## src/rtl/mul_arb_pkg.sv

```systemverilog
// Shared constants and state encoding for the round-robin multiplier arbiter.
package mul_arb_pkg;

    localparam int unsigned DEF_N       = 4;
    localparam int unsigned DEF_W       = 8;
    localparam int unsigned DEF_TIMEOUT = 32;

    localparam logic [2:0] ST_IDLE      = 3'd0;
    localparam logic [2:0] ST_ISSUE     = 3'd1;
    localparam logic [2:0] ST_WAIT_DONE = 3'd2;
    localparam logic [2:0] ST_RELEASE   = 3'd3;
    localparam logic [2:0] ST_RESP      = 3'd4;

    typedef enum logic [2:0] {
        IDLE      = ST_IDLE,
        ISSUE     = ST_ISSUE,
        WAIT_DONE = ST_WAIT_DONE,
        RELEASE   = ST_RELEASE,
        RESP      = ST_RESP
    } state_e;

endpackage

```

## src/rtl/mul_arbiter_uc_rr_pick.sv

```systemverilog
// Combinational round-robin search: first set req bit after the pointer, wrapping.
module rr_pick #(
    parameter int unsigned N  = 4,
    parameter int unsigned IW = 2
) (
    input  logic [N-1:0]  req,
    input  logic [IW-1:0] ptr,
    output logic [N-1:0]  onehot,
    output logic [IW-1:0] idx,
    output logic          valid
);

    logic [IW-1:0] cand;

    always_comb begin
        onehot = '0;
        idx    = '0;
        valid  = 1'b0;
        cand   = '0;
        for (int unsigned i = 1; i <= N; i++) begin
            cand = IW'((32'(ptr) + i) % N);
            if (!valid && req[cand]) begin
                valid        = 1'b1;
                idx          = cand;
                onehot[cand] = 1'b1;
            end
        end
    end

endmodule

```

## src/rtl/mul_arbiter_uc.sv

```systemverilog
// Round-robin arbiter sharing one handshaked multiplier among N requesters,
// with per-edge handshake timeout reported through err.
module mul_arbiter_uc
    import mul_arb_pkg::*;
#(
    parameter int unsigned N       = DEF_N,
    parameter int unsigned W       = DEF_W,
    parameter int unsigned TIMEOUT = DEF_TIMEOUT
) (
    input  logic             clk,
    input  logic             rst,
    input  logic [N-1:0]     req,
    input  logic [N*W-1:0]   op_x,
    input  logic [N*W-1:0]   op_y,
    output logic [N-1:0]     gnt,
    output logic [N-1:0]     ack,
    output logic [2*W-1:0]   result,
    output logic             err,
    output logic             mul_start,
    output logic [W-1:0]     mul_x,
    output logic [W-1:0]     mul_y,
    input  logic             mul_done,
    input  logic [2*W-1:0]   mul_p
);

    localparam int unsigned IW = (N > 1) ? $clog2(N) : 1;
    localparam int unsigned CW = $clog2(TIMEOUT + 1);

    state_e            state, state_d;
    logic [IW-1:0]     ptr, ptr_d;
    logic [IW-1:0]     win_idx, win_idx_d;
    logic [N-1:0]      gnt_d, ack_d;
    logic              err_d, to_flag, to_flag_d, mul_start_d;
    logic [W-1:0]      mul_x_d, mul_y_d;
    logic [2*W-1:0]    result_d;
    logic [CW-1:0]     cnt, cnt_d;

    logic [N-1:0]      pick_oh;
    logic [IW-1:0]     pick_idx;
    logic              pick_vld;
    logic              cnt_hit_c;
    logic [W-1:0]      xs [N];
    logic [W-1:0]      ys [N];

    for (genvar i = 0; i < N; i++) begin : g_unpack
        assign xs[i] = op_x[i*W +: W];
        assign ys[i] = op_y[i*W +: W];
    end

    rr_pick #(.N(N), .IW(IW)) u_pick (
        .req    (req),
        .ptr    (ptr),
        .onehot (pick_oh),
        .idx    (pick_idx),
        .valid  (pick_vld)
    );

    assign cnt_hit_c = (cnt == CW'(TIMEOUT - 1));

    // State and registered outputs
    always_ff @(posedge clk or negedge rst) begin
        if (!rst) begin
            state     <= IDLE;
            ptr       <= IW'(N - 1);
            win_idx   <= '0;
            gnt       <= '0;
            ack       <= '0;
            err       <= 1'b0;
            to_flag   <= 1'b0;
            mul_start <= 1'b0;
            mul_x     <= '0;
            mul_y     <= '0;
            result    <= '0;
            cnt       <= '0;
        end else begin
            state     <= state_d;
            ptr       <= ptr_d;
            win_idx   <= win_idx_d;
            gnt       <= gnt_d;
            ack       <= ack_d;
            err       <= err_d;
            to_flag   <= to_flag_d;
            mul_start <= mul_start_d;
            mul_x     <= mul_x_d;
            mul_y     <= mul_y_d;
            result    <= result_d;
            cnt       <= cnt_d;
        end
    end

    // Next state and next registered outputs
    always_comb begin
        state_d     = state;
        ptr_d       = ptr;
        win_idx_d   = win_idx;
        gnt_d       = gnt;
        ack_d       = '0;
        err_d       = 1'b0;
        to_flag_d   = to_flag;
        mul_start_d = mul_start;
        mul_x_d     = mul_x;
        mul_y_d     = mul_y;
        result_d    = result;
        cnt_d       = cnt + CW'(1);

        case (state)
            IDLE: begin
                gnt_d       = '0;
                to_flag_d   = 1'b0;
                mul_start_d = 1'b0;
                if (pick_vld) begin
                    win_idx_d = pick_idx;
                    gnt_d     = pick_oh;
                    mul_x_d   = xs[pick_idx];
                    mul_y_d   = ys[pick_idx];
                    state_d   = ISSUE;
                end
            end
            ISSUE: begin
                mul_start_d = 1'b1;
                cnt_d       = '0;
                state_d     = WAIT_DONE;
            end
            WAIT_DONE: begin
                if (mul_done) begin
                    result_d    = mul_p;
                    mul_start_d = 1'b0;
                    cnt_d       = '0;
                    state_d     = RELEASE;
                end else if (cnt_hit_c) begin
                    result_d    = '0;
                    to_flag_d   = 1'b1;
                    mul_start_d = 1'b0;
                    cnt_d       = '0;
                    state_d     = RELEASE;
                end
            end
            RELEASE: begin
                // A still-high done when the count expires is the release-edge timeout
                if (!mul_done || cnt_hit_c) begin
                    ack_d   = gnt;
                    err_d   = to_flag | (mul_done & cnt_hit_c);
                    state_d = RESP;
                end
            end
            RESP: begin
                ptr_d   = win_idx;
                gnt_d   = '0;
                state_d = IDLE;
            end
            default: begin
                state_d = IDLE;
            end
        endcase
    end

endmodule

```

## config.mk

```make
export PLATFORM = sky130hd
export DESIGN_NAME = mul_arbiter_uc
export DESIGN_NICKNAME = d
export VERILOG_FILES = /design/src/rtl/mul_arb_pkg.sv /design/src/rtl/mul_arbiter_uc_rr_pick.sv /design/src/rtl/mul_arbiter_uc.sv
export SDC_FILE = /design/constraint.sdc
export NUM_CORES = 1
export LEC_CHECK = 0
export CAP_MARGIN = 20
export CORE_MARGIN = 1.5
export CORE_UTILIZATION = 47
export CTS_CLUSTER_SIZE = 10
export DETAILED_ROUTE_END_ITERATION = 12
export PLACE_DENSITY_LB_ADDON = 0.3
export SKIP_CTS_REPAIR_TIMING = 1
export SLEW_MARGIN = 20
export SYNTH_ARGS = -nofsm -noshare
export SYNTH_HDL_FRONTEND = slang
export SYNTH_SLANG_ARGS = --single-unit
```

## constraint.sdc

```tcl
create_clock -name clk -period 4.16 [get_ports clk]
set_input_delay 0.832 -clock clk [delete_from_list [all_inputs] [get_ports clk]]
set_output_delay 0.832 -clock clk [all_outputs]
set_load 0.01 [all_outputs]
```

# Word-level counts from Yosys, hierarchy flattened
# Cells that the tools add are included.
dict set report classes {
  addsub 5
  n_lt_le_gt_ge 9
  n_eq_ne 10
  muxes 56
  bitwise_logic 6
  n_reduce_logical 22
}
# cell count
set ops {}
lappend ops {{8-bit binary-select mux with 2-bit select} 2}
lappend ops {{16-bit two-way mux} 2}
lappend ops {{8-bit two-way mux} 4}
lappend ops {{4-bit two-way mux} 7}
lappend ops {{1-bit two-way mux} 18}
lappend ops {{2-bit by 3-bit < comparator with 1-bit output (second input constant)} 4}
lappend ops {{3-bit two-way mux} 4}
lappend ops {{6-bit two-way mux} 2}
lappend ops {{4-bit OR} 3}
lappend ops {{3-bit case mux with 4 select lines} 1}
lappend ops {{6-bit case mux with 2 select lines} 1}
lappend ops {{1-bit binary-select mux with 2-bit select} 4}
lappend ops {{1-bit demux with 2-bit select} 4}
lappend ops {{2-bit by 1-bit >= comparator with 1-bit output (second input constant)} 4}
lappend ops {{2-bit two-way mux} 4}
lappend ops {{2-bit != test (second input constant)} 4}
lappend ops {{4-bit case mux with 2 select lines} 1}
lappend ops {{1-bit logical AND} 7}
lappend ops {{6-bit by 1-bit adder with 6-bit output (second input constant)} 1}
lappend ops {{3-bit by 2-bit == test with 1-bit output (second input constant)} 2}
lappend ops {{6-bit by 5-bit == test with 1-bit output (second input constant)} 1}
lappend ops {{2-bit AND reduction} 3}
lappend ops {{3-bit AND reduction} 2}
lappend ops {{2-bit nonzero test} 3}
lappend ops {{other kinds (15)} 20}
dict set report totals {
  regBits 56
  out_inout_bits 42
  elab_cells 120
}

# Longest topological paths before layout
# Gate-level depths: netlist of run 1.
dict set report depth {
  word_depth 17
  mapped_depth 14
  depth_no_buf 8
}

# Cells and area by module
# A second synthesis of run 1 with hierarchy kept.
dict set report unflattened {
  hier_cells 264
  area_unflattened_um2 3319.4
}
# mod n_inst cells_per_inst area_each_um2
set modules_own_cells {}
lappend modules_own_cells {mul_arbiter_uc 1 178 2690.1}
lappend modules_own_cells {rr_pick 1 86 629.4}

# Worst setup path after synthesis of run 1
# OpenSTA, ideal clock, no wires.
dict set report synth_timing {
  kind {register to register}
  from {register ptr[0]}
  to {register mul_x[0]}
  arrival_time_ps 3476
  t_required_ps 4078
  setup_slack_ps 602
  stages_incl_launch_ff 14
  synth_period_minus_slack_ps 3558
  path_cell_list {dfstp_2 buf_4 inv_1 clkbuf_1 clkbuf_1 ha_1 clkbuf_1 mux4_2 nor2b_4 or3_1 buf_2 buf_6 a221o_1 a31oi_1}
}
dict set report synth_between {
  elab_chain_len 17
}
# element line
set synth_rtl {}
lappend synth_rtl {{start, declared} mul_arbiter_uc.sv:30} ;# logic [IW-1:0] ptr, ptr_d;
lappend synth_rtl {{start signal, assigned} mul_arbiter_uc.sv:64} ;# ptr <= IW'(N - 1);
lappend synth_rtl {{start signal, assigned} mul_arbiter_uc.sv:77} ;# ptr <= ptr_d;
lappend synth_rtl {{2-bit by 1-bit adder with 2-bit output} mul_arbiter_uc_rr_pick.sv:21} ;# cand = IW'((32'(ptr) + i) % N);
lappend synth_rtl {{1-bit binary-select mux with 2-bit select} mul_arbiter_uc_rr_pick.sv:22} ;# if (!valid && req[cand]) begin
lappend synth_rtl {{1-bit two-way mux (not written as such)} mul_arbiter_uc_rr_pick.sv:22}
lappend synth_rtl {{1-bit two-way mux} mul_arbiter_uc_rr_pick.sv:22}
lappend synth_rtl {{1-bit logical NOT} mul_arbiter_uc_rr_pick.sv:22}
lappend synth_rtl {{1-bit logical AND} mul_arbiter_uc_rr_pick.sv:22}
lappend synth_rtl {{1-bit two-way mux} mul_arbiter_uc_rr_pick.sv:22}
lappend synth_rtl {{1-bit logical NOT} mul_arbiter_uc_rr_pick.sv:22}
lappend synth_rtl {{1-bit logical AND} mul_arbiter_uc_rr_pick.sv:22}
lappend synth_rtl {{1-bit two-way mux} mul_arbiter_uc_rr_pick.sv:22}
lappend synth_rtl {{1-bit logical NOT} mul_arbiter_uc_rr_pick.sv:22}
lappend synth_rtl {{1-bit logical AND} mul_arbiter_uc_rr_pick.sv:22}
lappend synth_rtl {{2-bit two-way mux} mul_arbiter_uc_rr_pick.sv:22}
lappend synth_rtl {{2-bit inverter with 3-bit output (not written as such)} mul_arbiter_uc.sv:114} ;# mul_x_d = xs[pick_idx];
lappend synth_rtl {{8-bit binary-select mux with 2-bit select} mul_arbiter_uc.sv:114}
lappend synth_rtl {{8-bit two-way mux (not written as such) (2 in a row)} mul_arbiter_uc.sv:114}
lappend synth_rtl {{end signal, assigned} mul_arbiter_uc.sv:84} ;# mul_x <= mul_x_d;
lappend synth_rtl {{end, declared} mul_arbiter_uc.sv:20} ;# output logic [W-1:0] mul_x,
# Parallel ways exist; a longest one is shown, timed or not. The select of a mux whose other input is x is not followed.
# A chain may end at the register's enable or synchronous reset.

# Worst setup path after layout of run 1
dict set report layout_timing {
  from {register ptr[1]}
  to {register mul_x[6]}
}
# Same word-level chain as after synthesis.

==> results.md, run 1 <==
* Most common cell in the synthesized netlist: dfrtp_1
* CP Launch Point: ptr[1]$_DFFE_PN1N_
* CTS tree: yes
* DRT Pass-1 Iters at 5
* Layout Nets at 622
* Row cnt at 32
* Synth unique cells at between 40 and 50
* Post-synth EDFFs at 0
* ANT cells at 0
* Placer Congestion at 0.814
* Cells after synthesis at ~420
* Mapped cell area at ~3900 sq um
* Initial Util at 49.3%
* R2R depth at 8
* Ys flop type: dfrtp_1
* Worst setup EP type: flop
* Crit path launch type: flop
* Cell count after placement at around 620
* Grt total ovfl at 0
* Die width at between 90 and 100 microns
* IO buf count at around 130
* Final Skew at roughly 14 ps
* Critical-path top delay cell: dfstp_2
* Final Setup Violations at 0
* Hpwl dp at 7660 microns
* Final WL at roughly 11,000 microns
* DRC at 0
* Yosys top cell area share at 34.9%
* Top cells by area, synth: dfrtp_1 35%, a31oi_1 7.6%, a211oi_1 6.0%, mux2i_1 5.2%, a221o_1 3.6%
* Worst EP required at 4360 ps
* Die height at approximately 94 microns
* Fin. max-slew vios at 0
* Multi-input logic area at approximately 2200 sq um
* Final Cell Area at about 5300 sq um
* Maximum capacitance violations at 0
* Final setup slack of the worst path at roughly 730 ps
* Sequential area share after synthesis at a little over a third
* Clock Latency Late Sink at about 310 ps
* Total core area at slightly below 8000 sq um
* Gr usage total at 24.0%
* Worst-Margin Slew at roughly 790 ps
* Final Hold Fails at 0
* Clk sinks at 56
* Normalized max-slew margin at between 40% and 50%
* Reg2reg start: ptr[1]$_DFFE_PN1N_
* Static leakage at approximately 2.2 nW
* Warnings from Yosys at 0
* Area Overhead vs Synth at 36.2%
* Synth cell count leaders: 54 x dfrtp_1, 47 x a31oi_1, 37 x nor2_1
* F_max at between 200 and 300 MHz
* Pwr dens at roughly 750 nW/um^2
* Cell area after placement at a little over 5000 sq um
* Clock transition at path regs at around 100 ps
* Routed via count at 3,869
* Vias per inst at a little over 6
* Largest stage delay on the critical path at 690 ps
* RSZ-0062 raised after global routing: false
* Hold depth at 1
* Pre-CTS setup slack at ~340 ps
* Worst path cell trace: inv_1 > ha_1 > mux4_2 > nor2b_4 > or3_1 > xnor2_1 > mux2i_1 > o211ai_1
* Flops & latches, synth at 56
* Hold path start: cnt[0]$_DFF_PN0_
* Dominant cell type by area after synthesis: dfrtp_1
* H-tree Lvls at 2
* Largest net degree at the start of global routing at slightly above 70
* I/O Pins at 129
* Maximum clock path buffer count at 2
* Syn nets at 519
* Share of cells above drive strength 1 at between 7 and 8%
* Min Tclk post-route at 3430 ps
* WS Path Type: reg -> reg
* Worst-path fanout max at 15
* Setup TNS Final at 0 ps
* Clock Root Buffer: clkbuf_8
* FF/Latch Area at about 1400 sq um
* Per-cell routed wire length at 17.1 microns
* Antenna-violating nets left at 0
* Vias in the first global route at roughly 3,500
* CP arrival at between 3000 and 4000 ps
* TritonCTS buffer count at 5
* Initial antenna violation count at 0
* Fillers at roughly 660
* Fraction of registers with async set/reset at 100%
* Tcrit/Tclk final at between 80 and 90%
* Max VDD drop at 0.662 mV
* Non-filler cells, final at 629
* Hold Path Class: reg -> reg
* DR iter-0 viols at 278
* First-pass GRT wire length at ~17,000 microns
* Syn Area/Cell at 9.15 sq um
* Outcome: finished clean
* Die ar. at 8790 sq um
[power breakdown]
part,internal [mW],leakage [nW],total [mW],switching (mW)
logic,1.22,1.45,2.70,1.48
clock network,0.136,0.0445,0.308,0.172
registers,0.780,0.686,0.960,0.180
total,2.13,2.18,3.97,1.83
[layer usage]
metal,up-vias,part of all wire (%),GRT usage (%)
met1,1834,44,34.0
met3,12,7.3,2.67
met5,-,0,0
met2,182,47,39.0
met4,0,1.5,5.97
li1,1841,-,-
[metrics by stage]
step / power, mW / util, % / hold slack (ps)
floorplan: 2.79 / - / 425
global placement: 3.56 / 66.0 / 443
detailed placement: 3.64 / 66.0 / 468
CTS: 3.95 / 67.2 / 480
global route: 4.27 / 67.2 / 505
finish: 3.97 / 67.2 / 486
[worst paths after layout]
kind / slack (ps) / to
setup / recovery: 730 / mul_x[6]$_DFFE_PN0P_
setup reg to reg: 730 / mul_x[6]$_DFFE_PN0P_
max in group asynchronous: 3060 / result[10]$_DFFE_PN0P_
min in group asynchronous: 650 / mul_y[2]$_DFFE_PN0P_
hold reg to reg: 490 / cnt[0]$_DFF_PN0_
hold / removal: 490 / cnt[0]$_DFF_PN0_
[flip-flops by register name, summed over array words and instances, names as in the netlist]
signal	cells
result	16
mul_x	8
mul_y	8
cnt	6
ack	4
gnt	4
state	3
ptr	2
win_idx	2
err	1
mul_start	1
to_flag	1
[kinds of logic (layout without fill, tap and decap cells)]
kind of cell	count (synthesis)	in the layout	synth area share, %
AND/OR/NAND/NOR	79	79	9.70
flip-flops	56	56	36.3
XOR/XNOR	5	5	1.13
AO/OA/AOI/OAI	182	182	33.7
adder cells (fa/ha/maj)	9	9	2.91
buffers and inverters	61	165	6.72
multiplexers	31	31	9.53
[critical path: cells and delay by family, from the launching register on]
| kind | cells | cell delay, ps |
|---|---|---|
| xor+xnor | 1 | 370 |
| mux | 2 | 680 |
| simple gates | 2 | 800 |
| buf+inv | 1 | 170 |
| flops | 1 | 690 |
| compound gates | 1 | 120 |
| fa+ha+maj | 1 | 480 |
[layout make-up]
class	count	area share, %
clock buffers	7	1.64
clock inverters	1	0.142
inverters	18	1.28
multi-input cells	306	42.1
flip-flops and latches	56	26.6
well taps	102	2.42
repair buffers	139	25.8
[cells in the final DEF, fill, tap and decap left out, drive strengths merged, types with 4 or more instances in the layout]
master,Yosys,routed
mux2,7,7
a21oi,21,21
a22oi,4,4
a211oi,31,31
a31oi,47,47
dfrtp,54,54
clkbuf,29,7
clkdlybuf4s50,0,127
buf,14,12
a21o,15,15
nor3,4,4
a22o,16,16
a221o,14,14
o211ai,16,16
nor2,37,37
a221oi,4,4
ha,9,9
nand2b,5,5
mux2i,20,20
mux4,4,4
nand2,13,13
o21ai,7,7
inv,18,18
and2,5,5
(Power assumes the default switching activity.)
==> inputs of run 2 (changes only) <==
--- a/config.mk
+++ b/config.mk
@@ -7,7 +7,7 @@
 export LEC_CHECK = 0
 export CAP_MARGIN = 20
 export CORE_MARGIN = 1.5
-export CORE_UTILIZATION = 47
+export CORE_UTILIZATION = 42
 export CTS_CLUSTER_SIZE = 10
 export DETAILED_ROUTE_END_ITERATION = 12
 export PLACE_DENSITY_LB_ADDON = 0.3
==> constraint.sdc (replaced) <==
create_clock -name clk -period 3 [get_ports clk]
set_input_delay 0.6 -clock clk [delete_from_list [all_inputs] [get_ports clk]]
set_output_delay 0.6 -clock clk [all_outputs]
set_load 0.01 [all_outputs]
==> results.md, run 2 (synthesis results as in run 1) <==
* Outcome: complete, but fails checks
* Failing checks: design-rule violations
* Reg-to-Reg End: mul_y[0]$_DFFE_PN0P_
* WS Path Type: reg -> reg
* Row cnt at 34
* Critical Path End: mul_y[0]$_DFFE_PN0P_
* DRT Pass-1 Iters at 9
* Final Hold Fails at 0
* Clock Latency Late Sink at between 300 and 400 ps
* Largest net degree at the start of global routing at 52
* Initial antenna violation count at 0
* Final Setup Violations at 0
* Hold Path Class: in -> async
* Initial Util at 44.0%
* F_max at between 300 and 400 MHz
* Tcrit/Tclk final at 93.7%
* CTS tree: yes
* CP Launch Point: ptr[0]$_DFFE_PN1N_
* Die height at 99.0 microns
* Normalized max-slew margin at 40.4%
* Hpwl dp at between 8000 and 9000 microns
* Antenna-violating nets left at 0
* Static leakage at approximately 2.3 nW
* Die width at about 99 microns
* TritonCTS buffer count at 5
* Clock Root Buffer: clkbuf_8
* Worst-path fanout max at 11
* H-tree Lvls at 2
* Area Overhead vs Synth at 40.5%
* Fin. max-slew vios at 0
* Total core area at between 8000 and 9000 sq um
* Worst EP required at between 3000 and 4000 ps
* Clock transition at path regs at 100 ps
* Share of cells above drive strength 1 at 9.98%
* Worst setup EP type: flop
* Hold slack at approximately 420 ps
* CP arrival at just over 3000 ps
* Routed via count at around 3,900
* Gr usage total at a little under a quarter
* Maximum clock path buffer count at 2
* Maximum capacitance violations at 0
* Final WL at roughly 11,000 microns
* Crit path launch type: flop
* Min Tclk post-route at approximately 2800 ps
* ANT cells at 0
* Layout Nets at around 640
* Setup TNS Final at 0 ps
* R2R depth at 8
* Pwr dens at around 1100 nW/um^2
* Most common cell after layout, fill and taps aside: clkdlybuf4s50_1
* Highest-count cells in the layout ignoring fill and taps: 127 x clkdlybuf4s50_1, 54 x dfrtp_1, 46 x a31oi_1
* First-pass GRT wire length at about 18,000 microns
* Reg2reg start: ptr[0]$_DFFE_PN1N_
* Max reg flops at 16
* Grt total ovfl at 0
* Vias per inst at slightly below 6
* Reg-to-reg slack, setup at between 150 and 200 ps
* DR iter-0 viols at around 290
* I/O Pins at approximately 130
* Registers with the most flip-flops: result (16), mul_x (8), mul_y (8)
* Max VDD drop at roughly 1.3 mV
* Clk sinks at 56
* IO buf count at ~130
* RSZ-0062 raised after global routing: false
* Worst-Margin Slew at between 800 and 900 ps
* Biggest register: result
* Placer Congestion at ~0.87
* Vias in the first global route at between 3,000 and 4,000
* Die ar. at 9800 sq um
* DRC at 12
* Per-cell routed wire length at about 17 microns
* Final Skew at roughly 7.3 ps
==> run 2: cell types whose count changed in the layout (fill, tap and decap cells not counted), moves of 2 or more <==
cell,delta
a21oi_1,-2
a21oi_2,+2
buf_12,+3
buf_4,+11
==> run 2: cell type report <==
type,instances,area [sq um]
timing repair buffer,153,1500
inverter,18,70.1
tap,108,135
clock buffer,8,90.1
multi-input combinational,306,2240
sequential,56,1400
fill,750,3370
==> run 2: worst min-delay path by stage <==
stage	start	end	slack (ps)	depth (start not counted)
after floorplan	rst	ack[0]$_DFF_PN0_	300	0
after global placement	cnt[0]$_DFF_PN0_	cnt[0]$_DFF_PN0_	440	1
after detailed placement	cnt[0]$_DFF_PN0_	cnt[0]$_DFF_PN0_	460	1
after CTS	rst	mul_y[7]$_DFFE_PN0P_	440	1
after global routing	rst	gnt[0]$_DFFE_PN0P_	480	1
final	rst	result[7]$_DFFE_PN0P_	420	1
==> run 2: through the flow <==
step	worst slack (ps)	util [%]	total power [mW]	instance area, sq um	instances
floorplan	-103	-	3.99	3940	423
global placement	8.28	60.7	5.23	5350	641
detailed placement	-39.5	60.7	5.34	5350	641
CTS	207	61.7	5.77	5440	649
global route	55.5	61.8	6.20	5440	649
finish	189	61.8	5.78	5440	649
==> run 2: layer usage <==
metal	track usage, %	vias up	part of all wire [%]	routed length (microns)
met3	2.70	10	5.9	661
li1	-	1864	-	-
met4	5.05	0	1.2	131
met2	36.7	146	48	5410
met1	32.2	1837	45	5090
met5	0	-	0	0
==> run 2: critical path, stage by stage (launching register included) <==
cell,delay [ps]
dfstp_2,720
inv_4,60
ha_4,320
mux4_2,350
nor2b_4,150
or3_1,430
buf_4,190
a221o_1,320
a31oi_1,190
==> run 2: report_power, final <==
group	switching, mW	internal [mW]	total [mW]	leakage, nW
clock network	0.227	0.189	0.416	0.0455
logic	2.13	1.91	4.04	1.53
registers	0.244	1.08	1.33	0.686
total	2.60	3.18	5.78	2.26
==> inputs of run 3 (changes only) <==
--- a/config.mk
+++ b/config.mk
@@ -5,7 +5,7 @@
 export SDC_FILE = /design/constraint.sdc
 export NUM_CORES = 1
 export LEC_CHECK = 0
-export CAP_MARGIN = 20
+export CAP_MARGIN = 10
 export CORE_MARGIN = 1.5
 export CORE_UTILIZATION = 42
 export CTS_CLUSTER_SIZE = 10
==> results of run 3 <==
Same layout as run 2: the final DEF is identical, and so are final timing and power.
